### src/rtl/ariane_reset_seq_if.sv
// rtl/ariane_reset_seq_if.sv - wake/soft-reset request inputs and core reset status outputs of the reset sequencer
interface ariane_reset_seq_if;
  logic       wake_irq_i;
  logic       soft_rst_req_i;
  logic       core_rst_no;
  logic [1:0] state_o;
  logic [7:0] soft_rst_cnt_o;

  // Requester side: raises wake/soft-reset requests and observes the sequencer
  modport master (
    output wake_irq_i,
    output soft_rst_req_i,
    input  core_rst_no,
    input  state_o,
    input  soft_rst_cnt_o
  );

  // Sequencer side
  modport slave (
    input  wake_irq_i,
    input  soft_rst_req_i,
    output core_rst_no,
    output state_o,
    output soft_rst_cnt_o
  );
endinterface

### src/rtl/ariane_reset_seq.sv
// rtl/ariane_reset_seq.sv - core reset sequencer: SRAM-init wait, optional wake gate, soft resets
module ariane_reset_seq #(
  parameter int unsigned InitCycles    = 128,
  parameter int unsigned SoftRstCycles = 16,
  parameter bit          WakeOnIrq     = 1'b0
) (
  input  logic               clk_i,
  input  logic               rst_ni,
  ariane_reset_seq_if.slave  bus
);

  // State encoding is visible on state_o, so it is fixed rather than left to the tool
  localparam logic [1:0] ST_INIT      = 2'd0;
  localparam logic [1:0] ST_WAIT_WAKE = 2'd1;
  localparam logic [1:0] ST_RUN       = 2'd2;
  localparam logic [1:0] ST_SOFT_RST  = 2'd3;

  // One counter is shared by INIT and SOFT_RST, so it is sized for the longer of the two
  localparam int unsigned CntMax = (InitCycles > SoftRstCycles) ? InitCycles : SoftRstCycles;
  localparam int unsigned CntW   = $clog2(CntMax + 1);

  localparam logic [CntW-1:0] InitLast    = CntW'(InitCycles - 1);
  localparam logic [CntW-1:0] SoftRstLast = CntW'(SoftRstCycles - 1);

  logic [1:0]      state_q;
  logic [1:0]      state_d;
  logic [CntW-1:0] cnt_q;
  logic            wake_pending_q;
  logic [7:0]      soft_cnt_q;
  logic            init_done;
  logic            soft_done;
  logic            wake_seen;
  logic            soft_take;

  assign init_done = (state_q == ST_INIT) && (cnt_q == InitLast);
  assign soft_done = (state_q == ST_SOFT_RST) && (cnt_q == SoftRstLast);

  // A wake strobe landing on the INIT exit edge counts as already pending
  assign wake_seen = wake_pending_q || bus.wake_irq_i;

  // Soft-reset requests only act from RUN; a held request retriggers once per RUN entry
  assign soft_take = (state_q == ST_RUN) && bus.soft_rst_req_i;

  // Next-state selection; soft reset has priority over anything else in RUN
  always_comb begin
    state_d = state_q;
    case (state_q)
      ST_INIT: begin
        if (init_done) begin
          if (!WakeOnIrq || wake_seen) begin
            state_d = ST_RUN;
          end else begin
            state_d = ST_WAIT_WAKE;
          end
        end
      end
      ST_WAIT_WAKE: begin
        if (bus.wake_irq_i) begin
          state_d = ST_RUN;
        end
      end
      ST_RUN: begin
        if (soft_take) begin
          state_d = ST_SOFT_RST;
        end
      end
      ST_SOFT_RST: begin
        if (soft_done) begin
          state_d = ST_INIT;
        end
      end
      default: state_d = ST_INIT;
    endcase
  end

  // State register
  always_ff @(posedge clk_i or negedge rst_ni) begin
    if (!rst_ni) begin
      state_q <= ST_INIT;
    end else begin
      state_q <= state_d;
    end
  end

  // Cycle counter: cleared on every state change, counts only in the timed states
  always_ff @(posedge clk_i or negedge rst_ni) begin
    if (!rst_ni) begin
      cnt_q <= '0;
    end else if (state_d != state_q) begin
      cnt_q <= '0;
    end else if ((state_q == ST_INIT) || (state_q == ST_SOFT_RST)) begin
      cnt_q <= cnt_q + CntW'(1);
    end
  end

  // Remember a wake strobe seen during INIT until INIT is left
  always_ff @(posedge clk_i or negedge rst_ni) begin
    if (!rst_ni) begin
      wake_pending_q <= 1'b0;
    end else if (state_q != ST_INIT || init_done) begin
      wake_pending_q <= 1'b0;
    end else if (bus.wake_irq_i) begin
      wake_pending_q <= 1'b1;
    end
  end

  // Core reset comes straight from a flop loaded with the next state's RUN-ness,
  // so it equals (state_q == RUN) without any combinational path to the pin
  always_ff @(posedge clk_i or negedge rst_ni) begin
    if (!rst_ni) begin
      bus.core_rst_no <= 1'b0;
    end else begin
      bus.core_rst_no <= (state_d == ST_RUN);
    end
  end

  // Saturating count of soft resets taken
  always_ff @(posedge clk_i or negedge rst_ni) begin
    if (!rst_ni) begin
      soft_cnt_q <= 8'd0;
    end else if (soft_take && (soft_cnt_q != 8'hFF)) begin
      soft_cnt_q <= soft_cnt_q + 8'd1;
    end
  end

  assign bus.state_o        = state_q;
  assign bus.soft_rst_cnt_o = soft_cnt_q;

endmodule

### src/flat_wrapper.sv
// flat-port wrapper written by rule: the top's interface ports become plain ports
module ariane_reset_seq_flat 
#(
  parameter int unsigned InitCycles    = 128,
  parameter int unsigned SoftRstCycles = 16,
  parameter bit          WakeOnIrq     = 1'b0
)
  (clk_i, rst_ni, bus_wake_irq_i, bus_soft_rst_req_i, bus_core_rst_no, bus_state_o, bus_soft_rst_cnt_o);
  ariane_reset_seq_if bus_i ();
  input  logic clk_i;
  input  logic rst_ni;
  input wire logic [$bits(bus_i.wake_irq_i)-1:0] bus_wake_irq_i;
  input wire logic [$bits(bus_i.soft_rst_req_i)-1:0] bus_soft_rst_req_i;
  output wire logic [$bits(bus_i.core_rst_no)-1:0] bus_core_rst_no;
  output wire logic [$bits(bus_i.state_o)-1:0] bus_state_o;
  output wire logic [$bits(bus_i.soft_rst_cnt_o)-1:0] bus_soft_rst_cnt_o;
  assign bus_i.wake_irq_i = bus_wake_irq_i;
  assign bus_i.soft_rst_req_i = bus_soft_rst_req_i;
  assign bus_core_rst_no = bus_i.core_rst_no;
  assign bus_state_o = bus_i.state_o;
  assign bus_soft_rst_cnt_o = bus_i.soft_rst_cnt_o;
  ariane_reset_seq #(.InitCycles(InitCycles), .SoftRstCycles(SoftRstCycles), .WakeOnIrq(WakeOnIrq)) u_core (.clk_i(clk_i), .rst_ni(rst_ni), .bus(bus_i));
endmodule
### config.mk
export PLATFORM = sky130hd
export DESIGN_NAME = ariane_reset_seq_flat
export DESIGN_NICKNAME = d
export VERILOG_FILES = /design/src/rtl/ariane_reset_seq_if.sv /design/src/rtl/ariane_reset_seq.sv /design/src/flat_wrapper.sv
export SDC_FILE = /design/constraint.sdc
export NUM_CORES = 1
export LEC_CHECK = 0
export CAP_MARGIN = 40
export CORE_MARGIN = 1.5
export CORE_UTILIZATION = 40
export CTS_BUF_LIST = sky130_fd_sc_hd__clkbuf_8
export DETAILED_ROUTE_END_ITERATION = 6
export GPL_TIMING_DRIVEN = 1
export MAX_ROUTING_LAYER = met4
export SLEW_MARGIN = 10
export SYNTH_ARGS = -nofsm -noshare
export SYNTH_HDL_FRONTEND = slang
export SYNTH_SLANG_ARGS = --single-unit
### constraint.sdc
create_clock -name clk_i -period 1.9 [get_ports clk_i]
set_input_delay 0.285 -clock clk_i [delete_from_list [all_inputs] [get_ports clk_i]]
set_output_delay 0.285 -clock clk_i [all_outputs]
set_load 0.02 [all_outputs]
==> impl_metrics.toml <==
[status]
outcome = "complete, no violations"

[worst_setup_path]
regToRegSetupSlack_ns = 0.12
slowest_delay_ns = 0.46
r2r_end = "u_core.cnt_q[4]"
path_class = "reg -> reg"
rr_worst_depth = 7
timing.rr.start = "u_core.bus.state_o[1]"
worstPathArrival_ns = 1.91
critical_path.max_fanout = 8
path_cells = "inv_2, ha_1, buf_4, nand2_1, a22o_2, a32oi_4, nor3_1"
required_ns = 2.02
slowest_stage = "dfrtp_2"
setup.worst_path.end_class = "flop"
start_kind = "flop"

[finish]
n_antenna_cell = 0
fillers = 236
seqCellArea_um2 = 478
multiInputGateArea_um2 = 609
nets = 134
drive_above_1_share = 0.195
synthToLayoutAreaGrowth_pct = 24.3
final_area_um2 = 1370
final_common_cell = "dfrtp_1"
layout_common_cells = "dfrtp_1 (17), clkdlybuf4s50_1 (14), nand2_1 (12)"

[placement]
routabilityCongestion = 0.834
pre_cts_ws_ns = 0.0617
portBuffers = 14
dp.final_hpwl_mm = 1.56
placed_area_um2 = 1300

[job]
drv_cap = 0

[routing]
ant_nets = 0
routed_via_density = 5.33
post_drt_wl_per_cell_um = 13.4
remaining_drc_errors = 0
vias = 816
drtPass1Iterations = 4
routed_wl_mm = 2.05
first_iter_violations = 13

[grt]
use_met1 = 0.216
grt_max_degree = 20
first_global_vias = 790
grt_busiest_layer = "met2"
grt_pass1_wl_mm = 3.62
grt-ovfl-total = 0
met2_usage = 0.219
track_usage = 0.151
grt_util_met3 = 0.0211
antenna_found_initial = 0

[logic_synthesis]
synth_nets = 109
ys_seq_area_frac = 0.430
synthCells = 99
ys.flop_type = "dfrtp_1"
synth_area_um2 = 1100
synth-edff-count = 0
synth-seq-cells = 19
syn_avg_cell_area_um2 = 11.2
synth.distinct_cells = 32
synthArstFlopShare = 1.00
ys_warn_count = 0

[sta]
tightest_slew_ns = 0.317
timing.hold.ws_ns = 0.359
rsz0062_at_grt = "false"
setup_violations = 0
fin_worst_skew_ns = 0.000994
period_needed_ns = 1.78
finalCritPeriodShare = 0.939
slew_viol_final = 0
worst_slack_ns = 0.116
timing.fmax_ghz = 0.560
relSlewSlack = 0.788
setup_tns_ns = 0
finalHoldViolCount = 0

[die]
die_h_um = 55.6
core-area_um2 = 2540
initial_core_util = 0.434
die-area_um2 = 3090
die_w_um = 55.6
rows = 18
top_level_ports = 15

[clock_network]
cts_root_buf = "clkbuf_8"
clk_path_buf_depth = 2
clk_pin_slew_ns = 0.07
cts.sinks = 19
ctsHoldBuffers = 0
htree_levels = 1
worstSkewPairLatency_ns = 0.25
numCtsBuffers = 3
cts_tree = "built"

[power]
pwr-share-comb = 0.547
ir_drop_mv = 0.970
p_per_area_nw_per_um2 = 1480
swShare = 0.402
p_int_mw = 1.22
p_seq_frac = 0.319
pwr-share-clk = 0.134
power.leakage_nw = 0.572
p_switching_uw = 815

[hold_path]
hp-class = "in -> async"
-- critical path, delay by kind of cell (launching register included) --
family	cells	cell delay (ns)
AOI/OAI and AO/OA	2	0.57
DFF	1	0.46
buffers and inverters	2	0.25
adders and majority gates	1	0.21
and+or+nand+nor	2	0.17
-- layout make-up --
type | count | share of cell area
well taps | 30 | 0.0273
inverters | 3 | 0.00820
clock inverters | 1 | 0.00273
flip-flops and latches | 19 | 0.348
repair buffers | 21 | 0.140
clock buffers | 3 | 0.0301
multi-input cells | 76 | 0.444
-- Yosys cell counts, types with 2 or more instances --
master / instances / area (um2)
dfrtp_1: 19 / 475
nand2_1: 12 / 45.0
xor2_1: 3 / 26.3
inv_1: 3 / 11.3
nor2_1: 4 / 15.0
xnor2_1: 11 / 96.3
nand4_1: 3 / 18.8
and3_1: 4 / 25.0
nor3_1: 9 / 45.0
nand3_1: 2 / 10.0
ha_1: 6 / 75.1
nand4b_1: 2 / 17.5
o21ai_0: 2 / 10.0
-- layer usage --
metal	wire length (um)	vias to the layer above
li1	-	400
met1	1010	395
met2	949	17
met3	72	4
met4	20	0
met5	0	-
-- worst max-delay path by stage --
stage | from | to
after floorplan | u_core.bus.state_o[1] | u_core.cnt_q[0]
after global routing | u_core.bus.state_o[1] | u_core.cnt_q[6]
final | u_core.bus.state_o[1] | u_core.cnt_q[4]
after detailed placement | u_core.bus.state_o[0] | u_core.cnt_q[4]
after CTS | u_core.bus.state_o[0] | u_core.cnt_q[4]
after global placement | u_core.bus.state_o[0] | u_core.cnt_q[6]
-- per-stage QoR --
stage	std cells	util	power, mW
global route	153	0.540	2.18
global placement	146	0.511	1.68
detailed placement	146	0.511	1.70
floorplan	99	-	1.33
finish	153	0.540	2.03
CTS	150	0.529	1.98
-- logic make-up after synthesis --
kind of cell / count (synthesis) / share of synthesized area
AND/OR/NAND/NOR: 44 / 0.237
flip-flops: 19 / 0.430
XOR/XNOR: 14 / 0.111
AO/OA/AOI/OAI: 10 / 0.114
adder cells (fa/ha/maj): 6 / 0.0679
buffers and inverters: 4 / 0.0204
multiplexers: 2 / 0.0193
-- timing repair --
action	in CTS	in global routing
setup endpoints to repair	0	9
setup buffers	0	3
resized for setup	0	4
-- power groups by stage --
stage	Clock, mW	Sequential [mW]	Combinational, mW
2_1_floorplan	0	0.747	0.584
3_3_place_gp	0	0.653	1.03
3_5_place_dp	0	0.661	1.03
4_1_cts	0.281	0.655	1.04
5_1_grt	0.299	0.667	1.22
6_report	0.272	0.648	1.11
-- registers in the layout, summed over array words and instances (netlist names) --
| signal | flops |
|---|---|
| u_core.cnt_q | 8 |
| u_core.bus.core_rst_no | 1 |
| u_core.bus.state_o | 2 |
| u_core.bus.soft_rst_cnt_o | 8 |
Power figures use the tool's default switching activity.
